===== src/rtl/n101_subsys_ahb_bpty_mon.sv =====
// n101_subsys_ahb_bpty_mon: AHB-Lite bus parity generator/checker with error log; optional error counter under N101_BPTY_ERR_CNT_EN
module n101_subsys_ahb_bpty_mon #(
  parameter int ADDR_SIZE  = 32,
  parameter int DATA_WIDTH = 32,
  parameter int PGRP       = 8,
  localparam int NA = (ADDR_SIZE + PGRP - 1) / PGRP,
  localparam int ND = DATA_WIDTH / PGRP
) (
  input  logic                  clk,
  input  logic                  rst_n,
  input  logic                  bptylvl,
  input  logic [1:0]            htrans,
  input  logic                  hwrite,
  input  logic                  hmastlock,
  input  logic [2:0]            hsize,
  input  logic [2:0]            hburst,
  input  logic [3:0]            hprot,
  input  logic [ADDR_SIZE-1:0]  haddr,
  input  logic [DATA_WIDTH-1:0] hwdata,
  input  logic [DATA_WIDTH-1:0] hrdata,
  input  logic [1:0]            hresp,
  input  logic                  hready,
  input  logic [1:0]            hcmdbpty,
  input  logic [NA-1:0]         haddrbpty,
  input  logic [ND-1:0]         hwdatabpty,
  output logic [ND-1:0]         hrdatabpty,
  output logic                  hrspbpty,
  input  logic                  err_clr,
  output logic                  err_vld,
  output logic                  err_ovf,
  output logic [2:0]            err_type,
  output logic [ADDR_SIZE-1:0]  err_addr,
`ifdef N101_BPTY_ERR_CNT_EN
  output logic [7:0]            err_cnt,
`endif
  output logic                  bpty_fatal
);
  localparam logic [1:0] IDLE   = 2'd0;
  localparam logic [1:0] LOGGED = 2'd1;
  localparam logic [1:0] OVF    = 2'd2;
  logic [1:0]           state, nxt;
  logic                 wr_ph, acc, cmd_bad, addr_bad, wd_bad, ev, cap;
  logic [ADDR_SIZE-1:0] wr_addr;
  logic [NA*PGRP-1:0]   addr_pad;
  assign addr_pad = (NA*PGRP)'(haddr);
  assign acc      = htrans[1] & hready;
  assign hrspbpty = (^{hresp, hready}) ^ bptylvl;
  // read-data parity generation and per-group address/write-data checks
  always_comb begin
    hrdatabpty = '0;
    addr_bad   = 1'b0;
    wd_bad     = 1'b0;
    for (int i = 0; i < ND; i++) begin
      hrdatabpty[i] = (^hrdata[i*PGRP +: PGRP]) ^ bptylvl;
      wd_bad        = wd_bad | ((^hwdata[i*PGRP +: PGRP]) ^ hwdatabpty[i] ^ bptylvl);
    end
    for (int i = 0; i < NA; i++)
      addr_bad = addr_bad | ((^addr_pad[i*PGRP +: PGRP]) ^ haddrbpty[i] ^ bptylvl);
  end
  assign cmd_bad = acc & (((^{htrans, hwrite, hmastlock}) ^ hcmdbpty[0] ^ bptylvl) |
                          ((^{hsize, hburst, hprot}) ^ hcmdbpty[1] ^ bptylvl));
  assign ev  = cmd_bad | (acc & addr_bad) | (wr_ph & hready & wd_bad);
  assign cap = ev & (err_clr | state == IDLE);
  assign nxt = ev ? ((err_clr || state == IDLE) ? LOGGED : OVF) : (err_clr ? IDLE : state);
  assign err_vld = state != IDLE;
  assign err_ovf = state == OVF;
  // write data-phase tracking: set on accepted write, held while hready is low
  always_ff @(posedge clk or negedge rst_n)
    if (!rst_n) begin
      wr_ph   <= 1'b0;
      wr_addr <= '0;
    end else if (hready) begin
      wr_ph   <= acc & hwrite;
      wr_addr <= (acc & hwrite) ? haddr : wr_addr;
    end
  // error log FSM, first-error capture and sticky fatal flag
  always_ff @(posedge clk or negedge rst_n)
    if (!rst_n) begin
      state      <= IDLE;
      err_type   <= '0;
      err_addr   <= '0;
      bpty_fatal <= 1'b0;
    end else begin
      state      <= nxt;
      err_type   <= cap ? {wr_ph & hready & wd_bad, acc & addr_bad, cmd_bad} : err_type;
      err_addr   <= cap ? ((cmd_bad | (acc & addr_bad)) ? haddr : wr_addr) : err_addr;
      bpty_fatal <= bpty_fatal | cmd_bad | (nxt == OVF);
    end
`ifdef N101_BPTY_ERR_CNT_EN
  // saturating event counter; a clear coinciding with an event restarts at one
  always_ff @(posedge clk or negedge rst_n)
    if (!rst_n) err_cnt <= '0;
    else        err_cnt <= err_clr ? {7'd0, ev} : ((ev && err_cnt != 8'hFF) ? err_cnt + 8'd1 : err_cnt);
`endif
endmodule


===== config.mk =====
export PLATFORM = sky130hd
export DESIGN_NAME = n101_subsys_ahb_bpty_mon
export DESIGN_NICKNAME = d
export VERILOG_FILES = /design/src/rtl/n101_subsys_ahb_bpty_mon.sv
export SDC_FILE = /design/constraint.sdc
export NUM_CORES = 1
export LEC_CHECK = 0
export BUFFER_PORTS_ARGS = -buffer_cell sky130_fd_sc_hd__buf_2
export CORE_UTILIZATION = 45
export DETAILED_ROUTE_END_ITERATION = 8
export PLACE_DENSITY = 0.83
export SLEW_MARGIN = 5
export SYNTH_ARGS = -nofsm -noshare
export SYNTH_HDL_FRONTEND = slang
export SYNTH_SLANG_ARGS = --single-unit
export TNS_END_PERCENT = 30

===== constraint.sdc =====
create_clock -name clk -period 3.45 [get_ports clk]
set_input_delay 0.69 -clock clk [delete_from_list [all_inputs] [get_ports clk]]
set_output_delay 0.69 -clock clk [all_outputs]
set_load 0.01 [all_outputs]

==> results by group, run 1 <==
Timing
  – Fin worst setup slack: between 0.4 and 0.5 ns
  – Unrepaired setup endpoints after global routing: false
  – Setup_tns: 0 ns
  – Max Transition Viols Final: 0
  – Hold Slack: 0.4803 ns
  – Max Fclk: between 300 and 400 MHz
  – Min Tclk post-route: 2.979 ns
  – Worst-margin pin slew: 0.9887 ns
  – Fin crit share: 86.35%
  – Setup Viol. Count Final: 0
  – Slew headroom: roughly a third
  – Setup Skew: 0.01226 ns
  – Fin. Hold Viols: 0

Detailed routing
  – ANT nets after route: 0
  – Wl on met1: 4371 µm
  – Max Used Layer: met4
  – Drt drc: 0
  – DR WL/cell: 14.34 µm
  – Met3 Routed Length: around 560 µm
  – Pre-antenna DRT Iters: 6
  – Met2 Wirelength: 5159 µm
  – Vias per cell: 4.993
  – DR iter-0 viols: 384
  – Final WL: between 10,000 and 15,000 µm
  – Via Count: 3,565

Final layout
  – Area of the multi-input gates: 1944 µm²
  – Layout cells sized above 1: 33.00%
  – # diodes: 0
  – Fillers: 745
  – Seq. cell area: 1777 µm²
  – Non-Filler Instances: 714
  – Nets: 728
  – Layout Area Growth over Synthesis: 27.89%

Die
  – Num rows: 34
  – Die X: around 99 µm
  – Vert. Die Dim: 98.66 µm
  – Die area: roughly 9700 µm²
  – I/O Pins: 170
  – Starting density of the core: 47.28%
  – Total core area: 8891 µm²

Logic synthesis
  – Largest cells by area after synthesis: dfrtp_1, xnor2_1, inv_1
  – Synth area leader: dfrtp_1
  – Area share of the largest cell type after synthesis: 42.26%
  – Top_reg_cell synth: dfrtp_1
  – Syn_nets: 558
  – Count leader, synth: inv_1
  – Synth top cells by count: inv_1, xnor2_1, dfrtp_1
  – Number of synthesized register bits: 71
  – Avg Inst Size Synth: 9.754 µm²
  – Area of the mapped netlist: 4204 µm²
  – Synth unique cells: 33
  – Number of flops mapped to enable cells by yosys: 0
  – Ys async rst share: between 90% and 100%
  – Sequential cell area fraction in the yosys report: 42.26%
  – Syn Inst Count: ~430
  – YS warnings: 0

Clocking
  – Worst-Skew Late Latency: 0.34 ns
  – Inserted Clock Buffers: 9
  – CTS tree: built
  – Sink Count: 71
  – Bufs on Longest Clock Path: 2
  – H-Tree Depth: 3
  – Post-CTS resize count: 0
  – Cts hold-fix bufs: 0
  – Root Buffer: clkbuf_8
  – Clock Pin Slew Worst Setup and Hold Paths: 0.07 ns
  – Setup Fix Bufs, Post-CTS: 0

Worst setup path
  – Peak fanout along the critical path: 21
  – Buffers and inverters on the worst path: 2
  – Setup crit end: err_addr[12]$_DFFE_PN0P_
  – CP Depth: 9
  – Element type at the critical path end: flop
  – Critical path startpoint: haddr[19]
  – R2R Path End: err_addr[9]$_DFFE_PN0P_
  – Critical path startpoint category: primary input
  – Data arrival time of the critical path: between 3 and 4 ns
  – Worst reg2reg startpoint: state[0]$_DFF_PN0_
  – CP cell instances: buf_2 > xnor2_1 > xnor3_1 > xnor2_1 > and4_1 > o211ai_2 > a21oi_2 > buf_12 > a222oi_1
  – Crit-path max cell delay: 0.65 ns
  – Crit Path Class: in -> reg
  – Worst Reg2Reg Path Length in Cells: 6
  – Required @ worst endpoint: 3.64 ns
  – Most used cell, CP: xnor2_1
  – Critical path's top delay family: XOR/XNOR gates
  – Worst reg-to-reg setup slack: roughly 1.3 ns
  – CP max stage cell: a21oi_2

Global routing
  – Total gr overflow: 0
  – First-pass GRT wire length: 17,150 µm
  – Initial antenna violation count: 0
  – Vias in the first global route: 3,720
  – Largest net degree at the start of global routing: 66
  – Total track usage: 22.43%

Min path
  – HP Class: reg -> reg

Place
  – RD Place Congestion: 0.7975
  – Placement Setup Slack: 0.1160 ns
  – DP HPWL: around 8000 µm
  – IO buf count: 169
  – Cells after DPL: 698

Status
  – Outcome: complete, no violations

Power and ir drop
  – Total power after layout: between 2 and 3 mW
  – PD cells: 538.1 nW/µm²
  – Static leakage: 2.841 nW
  – Maximum vdd drop: 0.3122 mV

Job
  – MaxCap Viol Count: 0
==> layer usage <==
| layer | track usage, % | vias up |
|---|---|---|
| li1 | - | 1727 |
| met4 | 7.118 | 0 |
| met3 | 5.603 | 17 |
| met5 | 0 | - |
| met1 | 27.16 | 1703 |
| met2 | 39.33 | 118 |
==> registers in the layout (all words and copies together), names as in the netlist <==
signal and flops:
bpty_fatal 1, err_addr 32, err_type 3, state 2
wr_addr 32, wr_ph 1
==> layout make-up <==
cell class / count / share of cell area (%)
Tap cell: 108 / 2.513
Timing Repair Buffer: 177 / 17.08
Inverter: 102 / 7.121
Clock inverter: 7 / 1.769
Multi-Input combinational cell: 240 / 36.16
Sequential cell: 71 / 33.05
Clock buffer: 9 / 2.304
==> how the worst min path moves through the flow <==
| stage | start | endpoint | cells after the start |
|---|---|---|---|
| final | wr_addr[8]$_DFFE_PN0P_ | wr_addr[8]$_DFFE_PN0P_ | 2 |
| after global routing | wr_addr[19]$_DFFE_PN0P_ | wr_addr[19]$_DFFE_PN0P_ | 2 |
| after CTS | wr_addr[8]$_DFFE_PN0P_ | wr_addr[8]$_DFFE_PN0P_ | 2 |
| after detailed placement | wr_addr[5]$_DFFE_PN0P_ | wr_addr[5]$_DFFE_PN0P_ | 2 |
| after global placement | wr_addr[3]$_DFFE_PN0P_ | wr_addr[3]$_DFFE_PN0P_ | 2 |
| after floorplan | rst_n | bpty_fatal$_DFF_PN0_ | 0 |
==> worst register-to-register path, cell delays in order, from the launching register on <==
cell and delay (ns):
dfrtp_1 0.41, or2_2 0.29, nand2_1 0.16, and2_1 0.23, and2_1 0.44, buf_4 0.29
a222oi_1 0.14
==> power by group <==
part / internal [mW] / total (mW) / switching, mW
Sequential: 1.03 / 1.14 / 0.109
Combinational: 0.504 / 1.03 / 0.522
Clock: 0.408 / 0.731 / 0.323
Total: 1.94 / 2.89 / 0.953
==> cell usage in the layout, fill, tap and decap left out, drive strengths merged, types with 2 or more instances in the layout <==
master,netlist,layout
xnor3,10,10
nand2b,2,2
nor2,4,4
buf,8,177
clkinv,1,4
o21ai,35,35
a222oi,32,32
nand2,39,39
xnor2,82,82
a21oi,3,3
inv,101,102
nor4,2,2
mux2i,3,3
bufinv,0,2
xor2,12,12
and2,3,3
clkbuf,10,9
dfrtp,71,71
==> kinds of logic (layout without fill, tap and decap cells) <==
logic type | after synthesis | in the layout | synth area share (%)
buffers and inverters | 120 | 295 | 11.55
DFF | 71 | 71 | 42.26
and+or+nand+nor | 55 | 55 | 6.101
xor gates and xnor gates | 105 | 105 | 25.51
AOI/OAI and AO/OA | 77 | 77 | 13.87
muxes | 3 | 3 | 0.7143
==> metrics by stage <==
stage                     cell area [µm²]  util (%)
final                                5376     60.47
after global routing                 5376     60.47
after CTS                            5376     60.47
after detailed placement             5157     58.01
after global placement               5157     58.01
after floorplan                      4204         -
No activity file was read; power rests on OpenSTA's default activity.
==> run 2: changes to the inputs <==
--- a/config.mk
+++ b/config.mk
@@ -8,7 +8,7 @@
 export BUFFER_PORTS_ARGS = -buffer_cell sky130_fd_sc_hd__buf_2
 export CORE_UTILIZATION = 45
 export DETAILED_ROUTE_END_ITERATION = 8
-export PLACE_DENSITY = 0.83
+export PLACE_DENSITY = 0.75
 export SLEW_MARGIN = 5
 export SYNTH_ARGS = -nofsm -noshare
 export SYNTH_HDL_FRONTEND = slang
==> run 2 against run 1 <==
Effect of this change:
- the run now ends with DRC left
- worst hold slack improved by 0.00073 ns
- power decreased by 5.6%
- routed wire length increased by 0.94%
- via count grew 0.56%
- first-iteration DRC count down 17%
- non-clock buffer count down 2
- combinational power about the same
- highest routed layer unchanged
==> results by group, run 2 (synthesis results as in run 1) <==
Final layout
  – Layout Cell Area excl Fill: 5306 µm² (-1.3%)
  – Seq. cell area: 1777 µm² (unchanged)
  – Nets: 726 (-0.27%)
  – Largest regs: err_addr x32, wr_addr x32, err_type x3
  – Most frequent cells in the layout: buf_2, inv_1, xnor2_1
  – Fillers: 810 (+8.7%)
  – Layout Area Growth over Synthesis: 26.22%
  – Commonest non-fill, non-tap cell in the layout: buf_2
  – Layout cells sized above 1: 32.50% (-0.50 points)
  – # diodes: 0 (unchanged)
  – Area of the multi-input gates: 1944 µm² (unchanged)
  – Non-Filler Instances: 711 (-0.42%)

Worst setup path
  – Worst Reg2Reg Path Length in Cells: 6 (unchanged)
  – Element type at the critical path end: flop
  – Crit Path Class: in -> reg
  – Data arrival time of the critical path: 3.09 ns (-0.08 ns)
  – R2R Path End: err_addr[26]$_DFFE_PN0P_
  – Critical path startpoint category: primary input
  – Worst reg-to-reg setup slack: 1.36 ns (+0.03 ns)
  – Required @ worst endpoint: 3.65 ns (about the same)
  – Worst reg2reg startpoint: state[0]$_DFF_PN0_
  – Peak fanout along the critical path: 24 (+14%)

Status
  – Outcome: complete, but fails checks
  – Violated checks: DRC

Detailed routing
  – Drt drc: 2 (+2)
  – Met3 Routed Length: 586 µm (+5.4%)
  – Via Count: 3,585 (+0.56%)
  – Max Used Layer: met4
  – DR iter-0 viols: 317 (-17%)
  – ANT nets after route: 0 (unchanged)
  – Pre-antenna DRT Iters: 9 (+3)
  – Wl on met1: 4399 µm (+0.64%)
  – Final WL: 10,330 µm (+0.94%)
  – Met2 Wirelength: 5171 µm (+0.23%)
  – Vias per cell: 5.042 (+0.99%)
  – DR WL/cell: 14.53 µm (+1.4%)

Job
  – MaxCap Viol Count: 0 (unchanged)

Timing
  – Min Tclk post-route: 2.895 ns (-0.08349 ns)
  – Max Transition Viols Final: 0 (unchanged)
  – Setup Skew: 0.005960 ns (-0.006303 ns)
  – Fin crit share: 83.93% (-2.4 points)
  – Unrepaired setup endpoints after global routing: false
  – Slew headroom: 32.18% (-1.7 points)
  – Max Fclk: 345.4 MHz (+2.9%)
  – Fin. Hold Viols: 0 (unchanged)
  – Worst-margin pin slew: 1.014 ns (+0.02498 ns)
  – Setup_tns: 0 ns (unchanged)
  – Setup Viol. Count Final: 0 (unchanged)
  – Fin worst setup slack: 0.5546 ns (+0.08349 ns)

Min path
  – Worst hold path startpoint: wr_addr[8]$_DFFE_PN0P_
  – Hold path cells: 2 (unchanged)
  – HP Class: reg -> reg
  – WHS Endpoint: wr_addr[8]$_DFFE_PN0P_

Clocking
  – Clock Pin Slew Worst Setup and Hold Paths: 0.07 ns (about the same)
  – H-Tree Depth: 3 (unchanged)
  – Root Buffer: clkbuf_8
  – Bufs on Longest Clock Path: 2 (unchanged)
  – Setup Fix Bufs, Post-CTS: 0 (unchanged)
  – Inserted Clock Buffers: 9 (unchanged)
  – Cts hold-fix bufs: 0 (unchanged)
  – Post-CTS resize count: 0 (unchanged)
  – Sink Count: 71 (unchanged)
  – CTS tree: built
  – Worst-Skew Late Latency: 0.34 ns (about the same)

Global routing
  – Initial antenna violation count: 0 (unchanged)
  – Largest net degree at the start of global routing: 72 (+9.1%)
  – Vias in the first global route: 3,618 (-2.7%)
  – Total track usage: 22.15% (-0.28 points)
  – Total gr overflow: 0 (unchanged)
  – First-pass GRT wire length: 16,840 µm (-1.8%)

Place
  – IO buf count: 169 (unchanged)
  – Cells after DPL: 696 (-0.29%)
  – RD Place Congestion: 0.8736 (+9.5%)
  – Placed instance area: 5142 µm² (-0.29%)
  – Placement Setup Slack: 0.2254 ns (+0.1094 ns)
  – DP HPWL: 7792 µm (-2.1%)

Die
  – Num rows: 34 (unchanged)
  – Die X: 98.66 µm (unchanged)
  – I/O Pins: 170 (unchanged)
  – Total core area: 8891 µm² (unchanged)
  – Die area: 9733 µm² (unchanged)
  – Vert. Die Dim: 98.66 µm (unchanged)
  – Starting density of the core: 47.28% (unchanged)

Power and ir drop
  – Static leakage: 2.806 nW (-1.2%)
  – Maximum vdd drop: 0.2766 mV (-11%)
  – PD cells: 514.7 nW/µm² (-4.3%)
==> run 2: worst max-delay path, cell delays in order <==
cell	delay, ns
buf_2	0.11
xnor2_1	0.23
xnor3_1	0.37
xnor2_1	0.36
and4_1	0.29
o211ai_2	0.15
a21oi_2	0.53
buf_12	0.25
a222oi_1	0.11
==> run 2: how the worst max path moves through the flow <==
stage / start / endpoint / slack (ns)
after floorplan: haddr[3] / state[0]$_DFF_PN0_ / 0.76
after global placement: haddr[19] / err_addr[26]$_DFFE_PN0P_ / 0.36
after detailed placement: haddr[23] / err_addr[26]$_DFFE_PN0P_ / 0.23
after CTS: haddr[23] / err_addr[26]$_DFFE_PN0P_ / 0.56
after global routing: haddr[19] / err_addr[17]$_DFFE_PN0P_ / 0.45
final: haddr[23] / err_addr[26]$_DFFE_PN0P_ / 0.55
==> run 2: per-stage QoR <==
stage | utilization, % | power [mW] | hold slack, ns
6_report | 59.68 | 2.731 | 0.4810
5_1_grt | 59.68 | 2.898 | 0.5112
4_1_cts | 59.68 | 2.758 | 0.4860
3_5_place_dp | 57.84 | 2.176 | 0.4702
3_3_place_gp | 57.84 | 2.136 | 0.4613
2_1_floorplan | - | 1.776 | 0.3944
==> run 2: power by group <==
group	internal, mW	switching (mW)	total, mW
logic	0.502	0.518	1.02
clock network	0.273	0.302	0.575
registers	1.03	0.109	1.14
==> run 2: layer usage <==
| layer | vias to the layer above | track usage, % |
|---|---|---|
| met2 | 130 | 37.22 |
| met3 | 16 | 5.177 |
| met4 | 0 | 7.922 |
| li1 | 1721 | - |
| met5 | - | 0 |
| met1 | 1718 | 28.08 |
==> run 2: area by class of cell <==
type | count | share of cell area, %
multi-input cells | 240 | 36.64
flip-flops and latches | 71 | 33.48
repair buffers | 175 | 17.02
inverters | 102 | 7.215
clock buffers | 11 | 2.664
well taps | 108 | 2.547
clock inverters | 4 | 0.4244
==> run 3: changes to the inputs <==
==> constraint.sdc (replaced) <==
create_clock -name clk -period 3 [get_ports clk]
set_input_delay 0.6 -clock clk [delete_from_list [all_inputs] [get_ports clk]]
set_output_delay 0.6 -clock clk [all_outputs]
set_load 0.01 [all_outputs]
==> run 3 against run 2 <==
Effect of this change:
- largest cell class unchanged
- the run still ends with DRC left
- clock power up 28%
- clock-buffer cell count decreased by 1
- highest routed layer unchanged
- sequential share of layout area is 0.27 points lower
- sequential power grew 15%
- critical path depth unchanged
- routed wire length rose by 1.6%
- cell count grew 0.28%
- power is 18% higher
==> results by group, run 3 (synthesis results as in run 1) <==
Timing
  – Fin. Hold Viols: 0 (unchanged)
  – Max Transition Viols Final: 0 (unchanged)
  – Max Fclk: 362.6 MHz
  – Min Tclk post-route: between 2 and 3 ns
  – Slew headroom: 56.20% (+24 points)
  – Unrepaired setup endpoints after global routing: false
  – Setup Viol. Count Final: 0 (unchanged)
  – Fin crit share: 91.92%
  – Setup_tns: 0 ns (unchanged)
  – Setup Skew: 0.006094 ns (+0.0001334 ns)
  – Fin worst setup slack: 0.2423 ns (-0.3123 ns)
  – Worst-margin pin slew: 0.6570 ns (-0.3566 ns)

Detailed routing
  – DR WL/cell: 14.73 µm (+1.3%)
  – DR iter-0 viols: 232 (-27%)
  – Vias per cell: 5.081 (+0.78%)
  – Final WL: 10,500 µm (+1.6%)
  – Drt drc: 1 (-1)
  – Pre-antenna DRT Iters: 9 (unchanged)
  – ANT nets after route: 0 (unchanged)
  – Via Count: 3,623 (+1.1%)

Clocking
  – H-Tree Depth: 3 (unchanged)
  – CTS tree: built
  – Inserted Clock Buffers: 9 (unchanged)
  – Worst-Skew Late Latency: 0.34 ns (about the same)
  – Post-CTS resize count: 0 (unchanged)
  – Clock Pin Slew Worst Setup and Hold Paths: 0.07 ns (about the same)
  – Setup Fix Bufs, Post-CTS: 0 (unchanged)
  – Root Buffer: clkbuf_8
  – Cts hold-fix bufs: 0 (unchanged)
  – Bufs on Longest Clock Path: 2 (unchanged)
  – Sink Count: 71 (unchanged)

Power and ir drop
  – Total power after layout: 3.222 mW (+18%)
  – Clock power share: 22.9% (+1.9 points)
  – Psw: 1.067 mW (+15%)
  – Maximum vdd drop: 0.3294 mV (+19%)
  – Static leakage: 2.826 nW (+0.69%)
  – Int Pwr: 2.155 mW (+20%)
  – Seq pwr share: 40.7% (-0.9 points)
  – PD cells: 602.2 nW/µm² (+17%)
  – Gate power share: 36.4% (-0.9 points)
  – Net Sw Frac: 33.12% (-0.87 points)

Status
  – Violated checks: DRC
  – Outcome: complete, but fails checks

Place
  – Placed instance area: 5165 µm² (+0.44%)
  – Placement Setup Slack: -0.03901 ns (-0.2644 ns)
  – RD Place Congestion: 0.8453 (-3.2%)
  – DP HPWL: 7998 µm (+2.6%)
  – Cells after DPL: 699 (+0.43%)
  – IO buf count: 169 (unchanged)

Global routing
  – Largest net degree at the start of global routing: 35 (-51%)
  – Total track usage: 22.48% (+0.33 points)
  – Initial antenna violation count: 0 (unchanged)
  – First-pass GRT wire length: 17,350 µm (+3.0%)
  – Total gr overflow: 0 (unchanged)
  – Vias in the first global route: 3,740 (+3.4%)

Worst setup path
  – Worst reg-to-reg setup slack: 0.95 ns (-0.41 ns)
  – CP max stage cell: xnor3_1
  – Critical path's top delay family: XOR/XNOR gates
  – Buffers and inverters on the worst path: 2 (unchanged)
  – Most used cell, CP: xnor2_1
  – Crit Path Class: in -> reg
  – Element type at the critical path end: flop
  – Critical path startpoint category: primary input
  – Required @ worst endpoint: 3.21 ns (-0.44 ns)
  – Peak fanout along the critical path: 19 (-21%)
  – Crit-path max cell delay: 0.44 ns (-0.09 ns)
  – Data arrival time of the critical path: 2.97 ns (-0.12 ns)
  – CP cell instances: buf_2 > xnor2_1 > xnor3_1 > xnor2_1 > and4_1 > o211ai_2 > and2_1 > buf_4 > a222oi_1

Die
  – Starting density of the core: 47.28% (unchanged)
  – I/O Pins: 170 (unchanged)
  – Die area: 9733 µm² (unchanged)
  – Die X: 98.66 µm (unchanged)
  – Total core area: 8891 µm² (unchanged)
  – Vert. Die Dim: 98.66 µm (unchanged)
  – Num rows: 34 (unchanged)

Final layout
  – Most frequent cells in the layout: buf_2, inv_1, xnor2_1
  – Layout Area Growth over Synthesis: 27.26%
  – Layout Cell Area excl Fill: 5350 µm² (+0.83%)
  – Commonest non-fill, non-tap cell in the layout: buf_2
  – # diodes: 0 (unchanged)
  – Non-Filler Instances: 713 (+0.28%)
  – Layout cells sized above 1: 32.89% (+0.39 points)
  – Fillers: 787 (-2.8%)
  – Nets: 729 (+0.41%)
  – Largest regs: err_addr x32, wr_addr x32, err_type x3

Min path
  – HP Class: in -> async

Job
  – MaxCap Viol Count: 0 (unchanged)
-- run 3: final timing paths --
path | depth (start not counted) | startpoint | end
max | 9 | haddr[3] | err_addr[28]$_DFFE_PN0P_
min | 1 | rst_n | wr_addr[20]$_DFFE_PN0P_
max reg2reg | 6 | state[0]$_DFF_PN0_ | err_addr[28]$_DFFE_PN0P_
min reg2reg | 1 | err_type[1]$_DFFE_PN0P_ | err_type[1]$_DFFE_PN0P_
max in group asynchronous | 2 | rst_n | wr_addr[4]$_DFFE_PN0P_
min in group clk | 1 | err_type[1]$_DFFE_PN0P_ | err_type[1]$_DFFE_PN0P_
-- run 3: layout make-up --
class	instances	area (µm²)	share of cell area (%)
sequential	71	1777	33.21
clock buffer	10	137.6	2.572
timing repair buffer	178	925.9	17.31
inverter	102	382.9	7.156
multi-input combinational	240	1944	36.34
clock inverter	4	47.55	0.8887
tap	108	135.1	2.526
-- run 3: metrics by stage --
step           hold WS [ns]  util (%)
2_1_floorplan        0.3044         -
3_3_place_gp         0.4612     58.09
6_report             0.2873     60.17
4_1_cts              0.2933     60.17
3_5_place_dp         0.4662     58.09
5_1_grt              0.3320     60.17
-- run 3: power groups by stage --
stage / Clock [mW] / Combinational (mW) / Sequential [mW]
2_1_floorplan: 0 / 0.665 / 1.38
3_3_place_gp: 0 / 1.14 / 1.32
3_5_place_dp: 0 / 1.17 / 1.33
4_1_cts: 0.752 / 1.18 / 1.31
5_1_grt: 0.787 / 1.29 / 1.34
6_report: 0.737 / 1.17 / 1.31
-- run 3: layer usage --
layer,part of all wire (%),track usage (%),up-vias
met5,0,0,-
met4,3.0,9.185,0
met3,4.8,4.397,27
met2,51,39.11,149
met1,42,27.44,1720
li1,-,-,1727
